## config.mk

```make
export PLATFORM = sky130hd
export DESIGN_NAME = fetch_sequencer
export DESIGN_NICKNAME = d
export VERILOG_FILES = /design/src/rtl/fetch_pkg.sv /design/src/rtl/fetch_sequencer.sv
export SDC_FILE = /design/constraint.sdc
export NUM_CORES = 1
export LEC_CHECK = 0
export ABC_CLOCK_PERIOD_IN_PS = 2250
export BUFFER_PORTS_ARGS = -buffer_cell sky130_fd_sc_hd__buf_2
export CAP_MARGIN = 20
export CORE_MARGIN = 2
export CORE_UTILIZATION = 40
export CTS_CLUSTER_DIAMETER = 120
export DETAILED_ROUTE_END_ITERATION = 10
export GPL_ROUTABILITY_DRIVEN = 0
export PLACE_DENSITY_LB_ADDON = 0.25
export REMOVE_ABC_BUFFERS = 1
export SLEW_MARGIN = 20
export SYNTH_ARGS = -nofsm -noshare
export SYNTH_HDL_FRONTEND = slang
export SYNTH_SLANG_ARGS = --single-unit
export TNS_END_PERCENT = 5
```

## constraint.sdc

```tcl
create_clock -name clk -period 2.25 [get_ports clk]
set_clock_uncertainty 0.15 [all_clocks]
set_input_delay 0.45 -clock clk [delete_from_list [all_inputs] [get_ports clk]]
set_output_delay 0.45 -clock clk [all_outputs]
set_load 0.005 [all_outputs]
```

## src/rtl/fetch_pkg.sv

```systemverilog
// fetch_pkg: shared encodings and FSM states for the fetch sequencer.
package fetch_pkg;
  localparam int N_VEC_DEFAULT = 8;
  localparam logic [1:0] PCSEL_SEQ = 2'd0;
  localparam logic [1:0] PCSEL_JMP = 2'd1;
  localparam logic [1:0] PCSEL_RET = 2'd2;
  localparam logic [1:0] PCSEL_IVT = 2'd3;
  typedef enum logic [1:0] {BOOT, RUN, PUSH, VEC} state_e;
endpackage

```

## src/rtl/fetch_sequencer.sv

```systemverilog
// fetch_sequencer: picks the next-PC source each cycle, boots through the reset
// vector and sequences interrupt entry (drain, push return PC, vector load).
module fetch_sequencer
  import fetch_pkg::*;
#(
  parameter int N_VEC       = N_VEC_DEFAULT,
  parameter int RESET_INDEX = 0,
  parameter int PUSH_WORDS  = 2
) (
  input  logic                     clk,
  input  logic                     rst_n,
  input  logic                     stall,
  input  logic                     jump_valid,
  input  logic                     ret_valid,
  input  logic                     rti,
  input  logic                     int_req,
  input  logic [$clog2(N_VEC)-1:0] int_src,
  input  logic                     mem_busy,
  output logic [1:0]               pc_select,
  output logic [$clog2(N_VEC)-1:0] vec_index,
  output logic                     pc_en,
  output logic                     enableBuf,
  output logic                     flush,
  output logic                     push_req,
  output logic [1:0]               push_word,
  output logic                     int_ack,
  output logic                     int_flag
);
  localparam int VW = $clog2(N_VEC);
  localparam logic [VW-1:0] RST_IDX = VW'(RESET_INDEX);
  localparam logic [1:0] LAST_WORD = 2'(PUSH_WORDS - 1);
  state_e state_q, state_d;
  logic [1:0] cnt_q, cnt_d;
  logic [VW-1:0] src_q, src_d;
  logic flag_q, flag_d;
  always_ff @(posedge clk or negedge rst_n)
    if (!rst_n) begin
      state_q <= BOOT;
      cnt_q   <= '0;
      src_q   <= '0;
      flag_q  <= 1'b0;
    end else begin
      state_q <= state_d;
      cnt_q   <= cnt_d;
      src_q   <= src_d;
      flag_q  <= flag_d;
    end
  always_comb begin
    state_d   = state_q;
    cnt_d     = cnt_q;
    src_d     = src_q;
    flag_d    = flag_q;
    pc_select = PCSEL_SEQ;
    vec_index = RST_IDX;
    pc_en     = 1'b0;
    enableBuf = 1'b0;
    flush     = 1'b0;
    push_req  = 1'b0;
    push_word = 2'd0;
    int_ack   = 1'b0;
    case (state_q)
      BOOT: begin
        pc_select = PCSEL_IVT;
        pc_en     = 1'b1;
        flush     = 1'b1;
        state_d   = RUN;
      end
      RUN:
        if (ret_valid) begin
          pc_select = PCSEL_RET;
          pc_en     = 1'b1;
          flush     = 1'b1;
          flag_d    = rti ? 1'b0 : flag_q;
        end else if (jump_valid) begin
          pc_select = PCSEL_JMP;
          pc_en     = 1'b1;
          flush     = 1'b1;
        end else if (int_req && !flag_q && !stall) begin
          // PC is held this cycle so it still holds the return address
          flush   = 1'b1;
          src_d   = int_src;
          cnt_d   = 2'd0;
          state_d = PUSH;
        end else if (!stall) begin
          pc_en     = 1'b1;
          enableBuf = 1'b1;
        end
      PUSH: begin
        flush     = 1'b1;
        push_req  = !mem_busy;
        push_word = cnt_q;
        if (push_req) begin
          cnt_d   = (cnt_q == LAST_WORD) ? 2'd0 : cnt_q + 2'd1;
          state_d = (cnt_q == LAST_WORD) ? VEC : PUSH;
        end
      end
      default: begin
        pc_select = PCSEL_IVT;
        vec_index = src_q;
        pc_en     = 1'b1;
        flush     = 1'b1;
        int_ack   = 1'b1;
        flag_d    = 1'b1;
        state_d   = RUN;
      end
    endcase
    // reset values appear on the outputs as soon as rst_n falls
    if (!rst_n) begin
      pc_select = PCSEL_SEQ;
      vec_index = RST_IDX;
      pc_en     = 1'b0;
      enableBuf = 1'b0;
      flush     = 1'b1;
      push_req  = 1'b0;
      push_word = 2'd0;
      int_ack   = 1'b0;
    end
  end
  assign int_flag = flag_q;
endmodule

```

* Yosys cells after proc, flatten, opt, wreduce, memory -nomap -nowiden
Index checks and enable logic that the tools add are counted.
** Storage, ports and cells
- Register bits after elaboration :: 8
- Logic and storage cells :: 72
** Cells by class
- $add $sub $neg :: 1
- Equality and inequality tests :: 9
- Mux-type cells :: 42
- Bitwise logic cells :: 3
- Reductions and logical operators :: 13
** Operator list (number)
- $mux 2 :: 13
- $mux 1 :: 22
- $ne 2x2->1 const B :: 6
- $pmux 2 s2 :: 3
- $reduce_and 4->1 :: 2
- $mux 3 :: 2
- $reduce_and 5->1 :: 1
- $eq 2x1->1 const B :: 2
- $pmux 1 s2 :: 2
- $logic_not 1->1 :: 3
- $not 1->1 :: 3
- $reduce_and 3->1 :: 1
- $reduce_or 3->1 :: 1
- $add 2x1->2 const B :: 1
- $eq 2x2->1 const B :: 1
- $logic_and 1x1->1 :: 2
- $logic_not 2->1 :: 1
- $reduce_bool 2->1 :: 1
- $reduce_or 2->1 :: 1

* Depth between registers and ports, before layout
Gate-level depths: netlist of the first run.
- Depth after elaboration :: 8
- Depth in mapped cells :: 6
- Depth with buffers taken out :: 5

* Least setup slack after synthesis of the first run
No wires, ideal clock.
- Path kind :: reg2out
- From :: register state_q[1]
- To :: output port flush
- Arrival :: 1.224 ns
- Required time :: 1.650 ns
- Path slack :: 0.426 ns
- Cell stages (with the launch flop) :: 7
- Buffers on the path :: 1
- Cell sequence :: dfrtp_1 > inv_1 > ha_1 > buf_4 > nor3b_4 > nand2_1 > or2_1
** On the way
- Cells in the longest elaborated chain, start to end :: 3
** RTL lines
- from (decl) :: line fetch_sequencer.sv:32 : state_e state_q, state_d;
- from (signal assigned) :: line fetch_sequencer.sv:43 : state_q <= state_d;
- $eq 2x1->1 :: line fetch_sequencer.sv:61 : case (state_q)
- $mux 1 :: line fetch_sequencer.sv:61
- $mux 1 :: line fetch_sequencer.sv:108 : if (!rst_n) begin
- to (decl) :: line fetch_sequencer.sv:23 : output logic flush,
No other way between the ends.

* Final worst setup path of the first run
Same ends and word-level chain as after synthesis.

==> results of run 1 <==
[cell usage in the layout (no fill, tap or decap), drive strengths merged]
cell type    netlist  routed
nand3              1       1
inv                4       4
a21o               2       2
and3               4       4
o21ai              2       2
nor3               2       2
o21a               2       2
dfrtp              8       8
or2                1       1
nor2               6       6
o211ai             1       1
ha                 4       4
a21oi              4       4
nor2b              3       3
a31oi              1       1
clkbuf             0       3
mux2               4       4
nand4b             1       1
dlygate4sd3        0       1
mux2i              2       2
a211oi             1       1
buf                2      25
nand2              3       3
and2               1       1
nor3b              3       3
[what timing repair did]
item,CTS,global route
hold buffers,1,0
setup endpoints to repair,2,5
resized for setup,1,6
buffers inserted,0,1
pin swaps,0,1
endpoints found under the hold margin,8,0
[power by group]
| part | total (mW) | switching [mW] | internal (mW) |
|---|---|---|---|
| Clock | 0.116 | 0.0548 | 0.0615 |
| Sequential | 0.260 | 0.0577 | 0.203 |
| Combinational | 0.495 | 0.234 | 0.261 |
| Total | 0.872 | 0.346 | 0.525 |
[state kept, by name, summed over array words and instances, names as in the netlist]
name	cells
cnt_q	2
state_q	2
src_q	3
int_flag	1
[cell type report]
| cell class | instances | area, µm² |
|---|---|---|
| clock buffer | 3 | 22.52 |
| fill | 149 | 678.2 |
| inverter | 4 | 15.01 |
| multi-input combinational | 48 | 395.4 |
| sequential | 8 | 200.2 |
| tap | 16 | 20.02 |
| timing repair buffer | 26 | 140.1 |
[final timing paths]
path	slack, ps	cells past startpoint	endpoint
setup reg to reg	430	5	state_q[1]$_DFFE_PN0P_
min in group asynchronous	610	2	cnt_q[0]$_DFFE_PN0P_
hold reg to reg	340	1	cnt_q[1]$_DFFE_PN0P_
setup / recovery	110	6	flush
hold / removal	270	2	src_q[1]$_DFFE_PN0P_
max in group asynchronous	1050	2	src_q[1]$_DFFE_PN0P_
[logic make-up after synthesis]
| group | Yosys count |
|---|---|
| muxes | 6 |
| DFF | 8 |
| and+or+nand+nor | 25 |
| buffers and inverters | 6 |
| adders and majority gates | 4 |
| AOI/OAI and AO/OA | 13 |
[layer usage]
| metal | vias to the layer above | track usage, % | wire length [µm] |
|---|---|---|---|
| li1 | 273 | - | - |
| met1 | 235 | 23.10 | 697 |
| met2 | 14 | 21.52 | 527 |
| met3 | 4 | 3.830 | 71 |
| met4 | 0 | 10.91 | 27 |
| met5 | - | 0 | 0 |
[metrics by stage]
step / power [mW] / hold WS, ps / TNS (ps) / util (%) / instance area [µm²]
floorplan: 0.5898 / 4.409 / 0 / - / 596.8
global placement: 0.7180 / 198.1 / 0 / 50.26 / 739.5
detailed placement: 0.7271 / 200.8 / 0 / 50.26 / 739.5
CTS: 0.8527 / 269.4 / 0 / 52.64 / 774.5
global route: 0.9535 / 263.7 / -32.62 / 53.91 / 793.3
finish: 0.8716 / 270.1 / 0 / 53.91 / 793.3
==> impl_metrics.yaml, run 1 <==
status:
  outcome: "completed"
detailed_routing:
  drtIter0Drc: 13
  antenna_left: 0
  post-route-drc-count: 0
  vias: 526
  dr.pass1.iters: 4
  wl_per_cell_um: 12.61
  wl_um: 1324
  viasPerCell: 5.010
clock_network:
  cts_tree: "done"
  cts.path.max_buffers: 2
  clk-insertion-delay-late_ps: 260
  htreeDepth: 1
  path_clk_slew_ps: 60
  clock_sinks: 8
  cts_made_buffers: 3
  cts_root_buffer: "clkbuf_4"
finish:
  area_growth_pct: 30.18
  drive_above_1_share_pct: 48.31
  final_cells: 105
  fin_nets: 106
  num_antenna_cells: 0
logic_synthesis:
  ys_ff_latch: 8
  yosysUniqueCellTypes: 27
  synth_edf_count: 0
  synthAdderAreaFrac_pct: 8.214
  ys_top_cells_by_count: "dfrtp_1 (8), nor2_1 (6)"
  async_flop_share_pct: 100.0
  yosys.area_share.simple_pct: 26.49
  syn_avg_cell_area_um2: 9.828
  yosysTopAreaCell: "dfrtp_1"
  synthTopCellsByArea: "dfrtp_1 (33%), mux2_4 (9.9%), ha_1 (8.2%)"
  syn_inst: 62
  synth_compound_area_share_pct: 14.78
  post-synth-top-count-cell: "dfrtp_1"
  synth.yosys.seq_area_share_pct: 32.85
  syn_area_um2: 609.3
  ys.flop_type: "dfrtp_1"
  synth_top_family_by_area: "simple AND/OR/NAND/NOR gates"
  yosysWarnings: 0
  synthMuxAreaShare_pct: 13.14
  synth_top_area_share_pct: 32.85
  synthXorXnorAreaFrac_pct: 0
die:
  ioPinCount: 24
  core_um2: 1471
  placement_rows: 14
  die-area_um2: 1852
  start_util_pct: 41.41
  die_w_um: 43.03
  die_h_um: 43.03
power_and_ir_drop:
  leakagePower_nw: 0.4080
  power.density_nw_per_um2: 1099
  peakVddDrop_mv: 0.5709
worst_hold_path:
  hold_start: "int_src[1]"
  hold_path_class: "input pin to flip-flop"
sta:
  timing.final.hold_violations: 0
  setup_viol: 0
  clock.fmax_ghz: 0.4674
  slew_violations: 0
  worst_slew_pin_slew_ps: 402.1
  post-route-period-util_pct: 95.08
  slew_headroom_pct: 73.11
  setup_slack_ps: 110.7
  rsz0062_at_grt: "true"
  min_period_ps: 2139
worst_setup_path:
  r2r-start: "state_q[0]$_DFFE_PN0P_"
  cp.required_ps: 1650
  cpPeakStageDelay_ps: 420
  critical_path.max_fanout: 4
  cpMaxStageDelayCell: "dfrtp_1"
  cp_top_family: "simple AND/OR/NAND/NOR gates"
  crit_start: "state_q[1]$_DFFE_PN0P_"
  startpoint_type: "flip-flop"
  path_cells: "inv_2 -> ha_2 -> nor3b_4 -> nand2_1 -> or2_1 -> buf_2"
  path_buf_inv: 2
  cp-end-kind: "primary output"
  arrival_ps: 1540
  critPathKind: "flip-flop to primary output"
global_routing:
  grt_usage_pct: 16.30
  grt_max_degree: 13
  grt_pass1_vias: 465
  grt_antenna_before_repair: 0
  grt-ovfl-total: 0
  grt_pass1_wl_um: 2132
job:
  cap_violations: 0
placement:
  placedCellCount: 100
  post-place-ws_ps: 245.4
  io_buffers: 23
  hpwl_um: 928.8
Power figures use the tool's default switching activity.
==> inputs of run 2 (changes only) <==
Settings changed: ABC_CLOCK_PERIOD_IN_PS 2250 to 2300, CORE_UTILIZATION 40 to 46, CTS_BUF_LIST from default to sky130_fd_sc_hd__clkbuf_4 sky130_fd_sc_hd__clkbuf_8 sky130_fd_sc_hd__clkbuf_16.
Clock period 2.25 ns to 2.3 ns, I/O delays scaled along.
==> run 2 against run 1 <==
Combinational power rose by 4%. Register-to-register slack about the same. First-iteration DRC count decreased by 38%. Critical path depth unchanged. Power increased by 1.6%. Critical path type unchanged. Largest cell class unchanged.
==> impl_metrics.yaml, run 2 (synthesis gave the netlist of run 1 again) <==
worst_setup_path:
  crit_start: "state_q[1]$_DFFE_PN0P_"
  r2r_cells: 6
  r2r-start: "state_q[0]$_DFFE_PN0P_"
  critPathKind: "flip-flop to primary output"
  r2r_setup_slack_ps: 440
  setup.worst_path.end: "flush"
  startpoint_type: "flip-flop"
  cp-end-kind: "primary output"
  arrival_ps: 1600
  cp.required_ps: 1690
  timing.rr.end: "state_q[1]$_DFFE_PN0P_"
  critical_path.max_fanout: 9
finish:
  largest_reg_flops: 3
  regMostFlops: "src_q"
  layout_commonest_cell: "buf_2"
  final_cell_mix: "buf_2 (23), dfrtp_1 (8), nor2_1 (6)"
  drive_above_1_share_pct: 46.15
  fill_cells: 105
  area_growth_pct: 32.65
  reg_top3: "src_q: 3 flops, cnt_q: 2 flops, state_q: 2 flops"
  num_antenna_cells: 0
  multi_input_area_um2: 396.6
  fin_nets: 108
  regArea_um2: 200.2
  final_cells: 106
  final_cell_area_um2: 808.3
power_and_ir_drop:
  power.density_nw_per_um2: 1095
  leakagePower_nw: 0.4190
  peakVddDrop_mv: 0.5698
status:
  outcome: "completed"
global_routing:
  grt_antenna_before_repair: 0
  grt_pass1_wl_um: 1925
  grt_pass1_vias: 433
  grt_usage_pct: 18.72
  grt_max_degree: 11
  grt-ovfl-total: 0
sta:
  timing.final.hold_violations: 0
  slew_violations: 0
  min_period_ps: 2205
  finalSetupTns_ps: 0
  post-route-period-util_pct: 95.89
  setup_viol: 0
  worst_slew_pin_slew_ps: 392.5
  slew_headroom_pct: 73.74
  clock.fmax_ghz: 0.4534
die:
  core_um2: 1269
  ioPinCount: 24
  die_h_um: 40.40
  die-area_um2: 1632
  start_util_pct: 48.03
  placement_rows: 13
  die_w_um: 40.40
placement:
  placedCellCount: 99
  placed_area_um2: 738.2
  hpwl_um: 982.1
  io_buffers: 23
job:
  cap_violations: 0
clock_network:
  clock_sinks: 8
  cts.path.max_buffers: 2
  cts_root_buffer: "clkbuf_4"
  cts_tree: "done"
  path_clk_slew_ps: 50
  clk-insertion-delay-late_ps: 260
  cts_made_buffers: 3
  htreeDepth: 1
detailed_routing:
  drtIter0Drc: 8
  post-route-drc-count: 0
  dr.pass1.iters: 4
  vias: 572
  antenna_left: 0
  wl_um: 1442
  wl_per_cell_um: 13.60
  viasPerCell: 5.396
worst_hold_path:
  hold_path_class: "input pin to flip-flop"
run 2: how the worst min path moves through the flow:
stage,start,endpoint,slack (ps),cells past startpoint
after floorplan,rst_n,cnt_q[0]$_DFFE_PN0P_,10,0
after global placement,rst_n,src_q[2]$_DFFE_PN0P_,210,1
final,int_src[0],src_q[0]$_DFFE_PN0P_,280,2
after CTS,int_src[0],src_q[0]$_DFFE_PN0P_,280,2
after detailed placement,rst_n,src_q[0]$_DFFE_PN0P_,210,1
after global routing,int_src[0],src_q[0]$_DFFE_PN0P_,280,2
run 2: power breakdown:
| group | switching [mW] | internal [mW] | total, mW |
|---|---|---|---|
| Clock | 0.0525 | 0.0600 | 0.113 |
| Combinational | 0.239 | 0.275 | 0.514 |
| Sequential | 0.0609 | 0.198 | 0.259 |
| Total | 0.352 | 0.533 | 0.885 |
run 2: critical path: stages (launching register included):
cell	delay, ps
dfrtp_1	420
inv_2	100
ha_4	180
nor3b_4	210
nand2_1	90
or2_1	200
buf_2	120
run 2: repair_timing:
action                                  4_1_cts  5_1_grt
hold buffers                                  1        0
gates resized for setup                       1        4
endpoints found under the hold margin         8        0
endpoints found under the setup margin        3        6
setup buffers                                 2        1
run 2: layer usage:
metal	wire length [µm]	up-vias	GRT usage (%)
li1	-	274	-
met1	616	278	22.33
met2	745	18	30.16
met3	69	2	6.667
met4	10	0	7.500
met5	0	-	0
run 2: metrics by stage:
| stage | util [%] | power [mW] | hold slack, ps | setup WS, ps |
|---|---|---|---|---|
| 3_5_place_dp | 58.19 | 0.7176 | 209.2 | 188.6 |
| 3_3_place_gp | 58.19 | 0.7014 | 205.8 | 238.4 |
| 6_report | 63.71 | 0.8854 | 284.8 | 94.60 |
| 4_1_cts | 62.13 | 0.8498 | 282.4 | -4.923 |
| 5_1_grt | 63.71 | 0.9580 | 276.3 | -2.295 |
| 2_1_floorplan | - | 0.5770 | 14.41 | 433.4 |
run 2: final cells by class:
type                    instances  share of cell area [%]
repair buffers                 28                   19.20
inverters                       4                   1.858
clock buffers                   3                   2.786
multi-input cells              48                   49.07
well taps                      15                   2.322
flip-flops and latches          8                   24.77
==> inputs of run 3 (changes only) <==
Settings changed: ABC_AREA from default to 1, CORE_MARGIN 2 to 3, CORE_UTILIZATION 46 to 45, PLACE_DENSITY_LB_ADDON 0.25 to 0.2.
==> run 3 against run 2 <==
Fmax increased by 1.8%. Sequential share of layout area increased by 1.9 points. Critical path depth increased by 1. Wire length decreased by 4.3%. Non-clock buffer count decreased by 4. Via count increased by 8.6%. Cell area decreased by 7.0%. Power decreased by 12%. Die area increased by 8.3%. Critical path type unchanged. Critical endpoint is now enableBuf.
==> impl_metrics.yaml, run 3 <==
status:
  outcome: "completed"
job:
  cap_violations: 0
clock_network:
  clock_sinks: 8
  cts_root_buffer: "clkbuf_4"
  path_clk_slew_ps: 50
  htreeDepth: 1
  cts_tree: "done"
  cts.path.max_buffers: 2
  clk-insertion-delay-late_ps: 250
  cts_made_buffers: 3
power_and_ir_drop:
  leakagePower_nw: 0.4607
  switchingPower_mw: 0.3617
  power_frac_comb_pct: 56.3
  power_frac_clock_pct: 14.0
  swShare_pct: 46.52
  p_total_mw: 0.7776
  power.density_nw_per_um2: 1034
  p_int_mw: 0.4159
  power_frac_seq_pct: 29.7
  peakVddDrop_mv: 0.5914
worst_setup_path:
  path_buf_inv: 2
  arrival_ps: 1560
  cpPeakStageDelay_ps: 410
  cp.required_ps: 1690
  critPathKind: "flip-flop to primary output"
  cpMaxStageDelayCell: "dfrtp_1"
  timing.rr.end: "cnt_q[0]$_DFFE_PN0P_"
  startpoint_type: "flip-flop"
  path_cells: "inv_1 -> ha_2 -> nand2_2 -> nor2_4 -> nand2_1 -> nor2_1 -> buf_2"
  crit_start: "state_q[1]$_DFFE_PN0P_"
  r2r_cells: 8
  setup.worst_path.end: "enableBuf"
  critical_path.max_fanout: 7
  r2r-start: "state_q[0]$_DFFE_PN0P_"
  cp-end-kind: "primary output"
  r2r_setup_slack_ps: 700
  worst-path-stages: 7
  cp_top_family: "simple AND/OR/NAND/NOR gates"
die:
  placement_rows: 12
  ioPinCount: 24
  die_h_um: 42.04
  core_um2: 1156
  die-area_um2: 1767
  die_w_um: 42.04
  start_util_pct: 50.54
detailed_routing:
  dr.pass1.iters: 4
  post-route-drc-count: 0
  viasPerCell: 4.740
  wl_um: 1380
  vias: 621
  antenna_left: 0
  wl_per_cell_um: 10.53
  drtIter0Drc: 13
logic_synthesis:
  synth.yosys.seq_area_share_pct: 34.26
  syn_inst: 90
  ys_top_cells_by_count: "nand2_1 (30), inv_1 (16), nor2_1 (12), nand3_1 (9), dfrtp_1 (8)"
  syn_area_um2: 584.3
  yosysWarnings: 0
  ys.flop_type: "dfrtp_1"
  post-synth-top-count-cell: "nand2_1"
  ys_ff_latch: 8
  synth_top_area_share_pct: 34.26
  yosysTopAreaCell: "dfrtp_1"
  syn_avg_cell_area_um2: 6.492
  async_flop_share_pct: 100.0
  synth_edf_count: 0
  synthTopCellsByArea: "dfrtp_1 (34%), nand2_1 (19%), inv_1 (10%)"
  yosysUniqueCellTypes: 15
finish:
  drive_above_1_share_pct: 26.50
  num_antenna_cells: 0
  layout_commonest_cell: "nand2_1"
  regMostFlops: "src_q"
  fin_nets: 134
  final_cell_mix: "nand2_1 (30), buf_2 (23), inv_1 (15)"
  largest_reg_flops: 3
  reg_top3: "src_q: 3 flops, cnt_q: 2 flops, state_q: 2 flops"
  area_growth_pct: 28.69
global_routing:
  grt_antenna_before_repair: 0
  grt_pass1_vias: 608
  grt-ovfl-total: 0
  grt_pass1_wl_um: 2456
  grt_usage_pct: 17.90
  grt_max_degree: 9
worst_hold_path:
  hold_path_class: "input pin to flip-flop"
placement:
  io_buffers: 23
  hpwl_um: 1064
sta:
  finalSetupTns_ps: 0
  setup_viol: 0
  min_period_ps: 2167
  slew_violations: 0
  clock.fmax_ghz: 0.4614
  timing.final.hold_violations: 0
  post-route-period-util_pct: 94.22
  rsz0062_at_grt: "false"
  worst_slew_pin_slew_ps: 388.1
  slew_headroom_pct: 74.04
## run 3: changes by cell type after synthesis, sizes merged, moves of 2 or more
cell and change:
nand2 +29, inv +12, nand3 +8, nor2 +7, and3 -4, mux2 -4, a21oi -3, nor2b -3
nor3b -3, a21o -2, buf -2, mux2i -2, o21a -2
## run 3: how the worst min path moves through the flow
stage               start                   end  cells past startpoint
6_report       int_src[0]  src_q[0]$_DFFE_PN0P_                      3
3_3_place_gp        rst_n  int_flag$_DFFE_PN0P_                      1
3_5_place_dp        rst_n  int_flag$_DFFE_PN0P_                      1
5_1_grt        int_src[2]  src_q[2]$_DFFE_PN0P_                      3
2_1_floorplan       rst_n  cnt_q[0]$_DFFE_PN0P_                      0
4_1_cts        int_src[0]  src_q[0]$_DFFE_PN0P_                      3
## run 3: worst register-to-register path, stage by stage, from the launching register on
cell	delay, ps
dfrtp_1	400
inv_1	90
ha_1	280
nand2_1	100
o21ai_1	60
nor2_1	180
nand2_1	100
nand2_1	70
nand2_1	50
## run 3: repair_timing
action | in CTS | in global routing
buffers inserted | 0 | 0
hold buffers | 1 | 0
endpoints found under the hold margin | 8 | 0
setup endpoints to repair | 0 | 5
resized for setup | 0 | 3
## run 3: through the flow
stage          utilization, %  instance area, µm²  cells  hold WS, ps  worst slack, ps
4_1_cts                 64.83               749.5    131        291.6            51.58
3_5_place_dp            62.01               716.9    127        197.4            333.0
3_3_place_gp            62.01               716.9    127        199.5            382.3
5_1_grt                 65.04               752.0    131        297.3           0.3850
2_1_floorplan               -               584.3     90        14.41            568.9
6_report                65.04               752.0    131        290.8            132.9
## run 3: final cells by class
cell class | instances | area, µm²
Timing Repair Buffer | 24 | 125.1
Multi-Input combinational cell | 66 | 326.6
Fill cell | 105 | 404.1
Sequential cell | 8 | 200.2
Tap cell | 14 | 17.52
Clock buffer | 3 | 22.52
Inverter | 16 | 60.06
## run 3: per-layer routing
layer	GRT usage [%]	up-vias	wire (µm)	share of wire [%]
li1	-	333	-	-
met1	21.60	266	598	43
met2	30.25	17	664	48
met3	4.292	5	92	6.7
met4	7.453	0	24	1.7
met5	0	-	0	0
## run 3: cells by family (layout without fill, tap and decap cells)
family / count (synthesis) / after routing / synth area share [%]
AND/OR/NAND/NOR: 56 / 56 / 40.90
buffers and inverters: 16 / 43 / 10.28
adder cells (fa/ha/maj): 4 / 4 / 8.566
AO/OA/AOI/OAI: 6 / 6 / 5.995
flip-flops: 8 / 8 / 34.26
## run 3: power groups by stage
| stage | Clock [mW] | Combinational (mW) | Sequential, mW |
|---|---|---|---|
| after CTS | 0.112 | 0.432 | 0.230 |
| final | 0.109 | 0.438 | 0.231 |
| after floorplan | 0 | 0.307 | 0.226 |
| after detailed placement | 0 | 0.427 | 0.231 |
| after global routing | 0.117 | 0.512 | 0.241 |
| after global placement | 0 | 0.409 | 0.230 |
